## src/rtl/vz_pkg.sv

```systemverilog
// vz_pkg: shared types and constants for the .VZ snapshot loader
package vz_pkg;
  typedef enum logic [2:0] {IDLE, HEADER, BODY, WRITE, PATCH_LO, PATCH_HI, DONE, ERROR} state_t;
  localparam logic [31:0] VZ_MAGIC = 32'h565A4630;
  localparam int HDR_TYPE = 21;
  localparam int HDR_ADDR_LO = 22;
  localparam int HDR_ADDR_HI = 23;
  localparam logic [15:0] BASIC_END_PTR = 16'h78F9;
  localparam logic [7:0] TYPE_BASIC = 8'hF0;
  localparam logic [7:0] TYPE_MC = 8'hF1;
  function automatic logic [7:0] magic_byte(input logic [1:0] i);
    return 8'(VZ_MAGIC >> {~i, 3'b000});
  endfunction
endpackage

```

## src/rtl/vz_loader.sv

```systemverilog
// vz_loader: parses a streamed .VZ snapshot and writes its body into RAM.
// Optional BASIC end-pointer patch and run request under VZ_AUTORUN_EN.
module vz_loader
  import vz_pkg::*;
#(
  parameter logic [7:0] VZ_INDEX = 8'h01,
  parameter int HDR_LEN = 24
) (
  input  logic        clk_50,
  input  logic        reset,
  input  logic        ioctl_download,
  input  logic [7:0]  ioctl_index,
  input  logic        ioctl_wr,
  input  logic [24:0] ioctl_addr,
  input  logic [7:0]  ioctl_dout,
  output logic        ioctl_wait,
  output logic [15:0] mem_addr,
  output logic [7:0]  mem_data,
  output logic        mem_wr,
  input  logic        mem_ack,
  output logic [7:0]  file_type,
  output logic [15:0] start_addr,
  output logic        load_done,
  output logic        load_error,
  output logic        run_req
);
  logic act_q, active, rise, hdr_bad, hdr_wr;
  logic [15:0] body_addr;
  state_t state, nxt, fin;
  assign active = ioctl_download && ioctl_index == VZ_INDEX;
  assign rise = active && !act_q;
  assign hdr_wr = state == HEADER && active && ioctl_wr;
  assign hdr_bad = ioctl_wr && ioctl_addr < 25'd4 && ioctl_dout != magic_byte(ioctl_addr[1:0]);
  assign body_addr = start_addr + ioctl_addr[15:0] - 16'(HDR_LEN);
`ifdef VZ_AUTORUN_EN
  logic [15:0] end_ptr;
  assign fin = file_type == TYPE_BASIC ? PATCH_LO : DONE;
`else
  assign fin = DONE;
  assign run_req = 1'b0;
`endif
  always_ff @(posedge clk_50 or posedge reset)
    if (reset) state <= IDLE;
    else state <= nxt;
  always_comb begin
    nxt = state;
    case (state)
      HEADER: nxt = (!active || hdr_bad) ? ERROR : (ioctl_wr && ioctl_addr == 25'(HDR_ADDR_HI)) ? BODY : HEADER;
      BODY: nxt = !active ? fin : (ioctl_wr && !ioctl_wait) ? WRITE : BODY;
      WRITE: nxt = !mem_ack ? WRITE : active ? BODY : fin;
`ifdef VZ_AUTORUN_EN
      PATCH_LO: nxt = mem_ack ? PATCH_HI : PATCH_LO;
      PATCH_HI: nxt = mem_ack ? DONE : PATCH_HI;
`endif
      default: nxt = state;
    endcase
    if (rise) nxt = HEADER;
  end
  always_ff @(posedge clk_50 or posedge reset)
    if (reset) begin
      act_q <= 1'b0;
      ioctl_wait <= 1'b0;
      mem_addr <= '0;
      mem_data <= '0;
      mem_wr <= 1'b0;
      file_type <= '0;
      start_addr <= '0;
      load_done <= 1'b0;
      load_error <= 1'b0;
`ifdef VZ_AUTORUN_EN
      end_ptr <= '0;
      run_req <= 1'b0;
`endif
    end else begin
      act_q <= active;
`ifdef VZ_AUTORUN_EN
      run_req <= 1'b0;
`endif
      if (rise) begin
        load_done <= 1'b0;
        load_error <= 1'b0;
        file_type <= '0;
        start_addr <= '0;
        mem_wr <= 1'b0;
        ioctl_wait <= 1'b0;
      end else begin
        if (hdr_wr && ioctl_addr == 25'(HDR_TYPE)) file_type <= ioctl_dout;
        if (hdr_wr && ioctl_addr == 25'(HDR_ADDR_LO)) start_addr[7:0] <= ioctl_dout;
        if (hdr_wr && ioctl_addr == 25'(HDR_ADDR_HI)) start_addr[15:8] <= ioctl_dout;
`ifdef VZ_AUTORUN_EN
        if (hdr_wr && ioctl_addr == 25'(HDR_ADDR_HI)) end_ptr <= {ioctl_dout, start_addr[7:0]};
`endif
        if (state == BODY && nxt == WRITE) begin
          mem_addr <= body_addr;
          mem_data <= ioctl_dout;
          mem_wr <= 1'b1;
          ioctl_wait <= 1'b1;
`ifdef VZ_AUTORUN_EN
          end_ptr <= body_addr + 16'd1;
`endif
        end else if (state == BODY) ioctl_wait <= 1'b0;
        // a strobe during the throttle window is lost; the pending write still completes
        if ((state == BODY || state == WRITE) && active && ioctl_wr && ioctl_wait) load_error <= 1'b1;
        if (state == WRITE && mem_ack) mem_wr <= 1'b0;
`ifdef VZ_AUTORUN_EN
        if (nxt == PATCH_LO && state != PATCH_LO) begin
          mem_addr <= BASIC_END_PTR;
          mem_data <= end_ptr[7:0];
          mem_wr <= 1'b1;
          ioctl_wait <= 1'b0;
        end
        if (nxt == PATCH_HI && state == PATCH_LO) begin
          mem_addr <= BASIC_END_PTR + 16'd1;
          mem_data <= end_ptr[15:8];
          mem_wr <= 1'b1;
        end
        if (state == PATCH_HI && mem_ack) mem_wr <= 1'b0;
        if (nxt == DONE && state != DONE) run_req <= !load_error;
`endif
        if (nxt == DONE && state != DONE) begin
          load_done <= !load_error;
          ioctl_wait <= 1'b0;
        end
        if (nxt == ERROR && state != ERROR) load_error <= 1'b1;
      end
    end
endmodule

```

## config.mk

```make
export PLATFORM = sky130hd
export DESIGN_NAME = vz_loader
export DESIGN_NICKNAME = d
export VERILOG_FILES = /design/src/rtl/vz_pkg.sv /design/src/rtl/vz_loader.sv
export SDC_FILE = /design/constraint.sdc
export NUM_CORES = 1
export LEC_CHECK = 0
export ABC_AREA = 1
export CORE_AREA = 2 2 95 97
export CTS_CLUSTER_DIAMETER = 200
export CTS_CLUSTER_SIZE = 10
export DETAILED_ROUTE_END_ITERATION = 10
export DIE_AREA = 0 0 97 99
export PLACE_DENSITY = 0.77
export RECOVER_POWER = 100
export SYNTH_ARGS = -nofsm -noshare
export SYNTH_HDL_FRONTEND = slang
export SYNTH_SLANG_ARGS = --single-unit
```

## constraint.sdc

```tcl
create_clock -name clk_50 -period 2.4 [get_ports clk_50]
set_clock_uncertainty 0.05 [all_clocks]
set_input_delay 0.24 -clock clk_50 [delete_from_list [all_inputs] [get_ports clk_50]]
set_output_delay 0.24 -clock clk_50 [all_outputs]
set_load 0.05 [all_outputs]
```

==> qor.txt <==
status: complete, no violations
Inserted Clock Buffers: 5
Fin Setup TNS: 0 ns
via density per instance: 4.98
Fin Hold WS: 0.420 ns
global-route wire length before repair: 17400 um
Final nets: 728
Yosys warnings: 0
pwr/cell area: 715 mW/mm2
H-tree depth: 2
PortBufs: 97
WS Path Type: in2reg
CP delay by family, top: buffers and inverters
final worst slack: 0.123 ns
Synth Area per Inst: 7.39 um2
FILL cells: 768
Max-cap violations: 0
Lkg Pwr: 2.78 nW
Worst Path Required: 2.60 ns
Fmax: 439 MHz
post-route cell area: 0.00529 mm2
# DRC: 0
die width: 97 um
syn_nets: 588
period utilization: 94.9%
placed instance area: 0.00515 mm2
Max-slew headroom: 9.93%
cell count after synthesis: 512
layout cells sized above 1: 12.1%
register area share after synthesis: 37.0%
Worst Path Max Fanout: 5
Fin. Hold Viols: 0
CTS tree: yes
initial core utilization: 44.2%
Async SR Flop Fraction: 100%
worst slew pin tran: 1.35 ns
initial DRC count: 137
Worst setup SP type: input pin
Total Power: 0.00378 W
final slew viol count: 0
die height: 99 um
initial antenna violation count: 0
Worst Path Buf+Inv: 4
Synth Flop Type: dfrtp_1
post-synthesis cell type count: 43
Critical Path End Type: flop
HPWL after DPL: 8490 um
clk sinks: 56
Area Growth Syn to Fin: 39.8%
Die Area: 0.00960 mm2
Mapped Area: 0.00378 mm2
GPL Wtd Cong: 0.923
clk_lat worst skew: 0.31 ns
drt total wl: 10500 um
deepest clock path buffer count: 2
GR Util All Layers: 21.9%
post-synthesis register bit count: 56
n_diodes: 0
commonest cells after routing, fill and taps aside: nand2_1, inv_1, dfrtp_1
critical path arrival: 2.47 ns
pre-CTS WS: -0.361 ns
CP most frequent cell: inv_1
clock-pin slew on the worst setup and hold paths: 0.09 ns
core area: 0.00855 mm2
Cell Chain, Critical Path: clkdlybuf4s50_1 > inv_1 > ha_1 > inv_1 > ha_4 > a21o_1 > o21bai_1 > a21oi_2 > buf_4 > xnor2_1 > nand3_1 > nand2_1
final setup fails: 0
post-route ant nets: 0
Peak VDD IR: 0.555 mV
mean routed wirelength per cell: 13.7 um
HP Class: reg2reg
number of synthesized flops with an enable pin: 0
Overflow after GRT: 0
Slowest-stage cell, CP: clkdlybuf4s50_1
I/O pin count: 99
commonest non-fill, non-tap cell in the layout: nand2_1
Clock Root Buffer: clkbuf_8
Period minus WS final: 2.28 ns
Pre-antenna DRT Iters: 5
pin count of the biggest net entering global routing: 57
FP Rows: 34
Worst path max stage delay: 0.53 ns
number of global-route vias before repair: 3795
# hold bufs at CTS: 0
Vias: 3786
timing repair:
item,in CTS,in global routing
endpoints found under the setup margin,1,8
pin swaps,0,2
gates resized for setup,1,11
setup buffers,0,2
registers in the layout, indices dropped and copies added, names as in the netlist:
signal      count
act_q           1
file_type       8
ioctl_wait      1
load_done       1
load_error      1
mem_addr       16
mem_data        8
mem_wr          1
start_addr     16
state           3
worst paths after layout:
| path | startpoint | to | slack [ns] | depth (start not counted) |
|---|---|---|---|---|
| worst max-delay path | ioctl_addr[3] | mem_addr[8] | 0.12 | 12 |
| worst min-delay path | mem_addr[1] | mem_addr[1] | 0.42 | 2 |
| worst max register to register | start_addr[4] | mem_addr[7] | 0.15 | 11 |
| worst min register to register | mem_addr[1] | mem_addr[1] | 0.42 | 2 |
| max in group asynchronous | reset | start_addr[3] | 0.63 | 3 |
| min in group asynchronous | reset | mem_addr[6] | 0.77 | 3 |
cell type report:
cell class	instances	area, um2	area share, %
Clock buffer	7	76.3	1.44
Clock inverter	1	30.0	0.568
Inverter	88	330	6.25
Multi-Input combinational cell	360	2020	38.2
Sequential cell	56	1400	26.6
Tap cell	108	135	2.56
Timing Repair Buffer	141	1290	24.4
per-stage QoR:
stage                     utilization (%)  instances
after floorplan                         -        512
after global placement               60.3        751
after detailed placement             60.3        751
after CTS                            61.5        759
after global routing                 61.8        761
final                                61.8        761
where the power goes:
group / internal, W / switching [W] / leakage [nW] / total, W
registers: 0.00115 / 0.000121 / 0.730 / 0.00127
logic: 0.000618 / 0.00128 / 1.99 / 0.00190
clock network: 0.000313 / 0.000298 / 0.0524 / 0.000611
worst reg2reg max path, cell delays in order, from the launching register on:
cell and delay [ns]:
dfrtp_1 0.42, ha_1 0.30, ha_1 0.35, a21oi_1 0.20, nand2_2 0.09, a21boi_2 0.19
buf_4 0.13, buf_4 0.09, xor2_1 0.14, nand3_1 0.09, nand2_1 0.07, inv_1 0.04
kinds of logic (layout without fill, tap and decap cells):
| group | Yosys count | count (layout) | share of synthesized area, % |
|---|---|---|---|
| flip-flops | 56 | 56 | 37.0 |
| adder cells (fa/ha/maj) | 30 | 30 | 10.1 |
| AO/OA/AOI/OAI | 73 | 73 | 11.1 |
| other | 1 | 1 | 0.0991 |
| AND/OR/NAND/NOR | 242 | 242 | 27.9 |
| buffers and inverters | 96 | 237 | 10.5 |
| XOR/XNOR | 14 | 14 | 3.24 |
synthesized netlist by cell type (all sizes together), types with 2 or more instances:
| master | count | area share (%) |
|---|---|---|
| nor2 | 46 | 5.2 |
| o21ai | 36 | 5.1 |
| or2 | 4 | 0.66 |
| dfrtp | 56 | 37 |
| nand4 | 4 | 0.66 |
| a21oi | 26 | 3.7 |
| o21bai | 2 | 0.40 |
| ha | 29 | 9.6 |
| a31oi | 2 | 0.50 |
| nand3 | 36 | 5.1 |
| nor3b | 2 | 0.53 |
| xor2 | 11 | 2.5 |
| buf | 7 | 1.7 |
| nor3 | 8 | 1.2 |
| inv | 88 | 8.7 |
| nand2 | 139 | 14 |
| xnor2 | 3 | 0.69 |
routing by layer:
| metal | track usage [%] | part of all wire (%) | wire (um) |
|---|---|---|---|
| met5 | 0 | 0 | 0 |
| met3 | 4.54 | 5.3 | 557 |
| met4 | 7.58 | 2.7 | 280 |
| met2 | 39.1 | 49 | 5140 |
| met1 | 26.4 | 43 | 4470 |
Power figures use the tool's default switching activity.
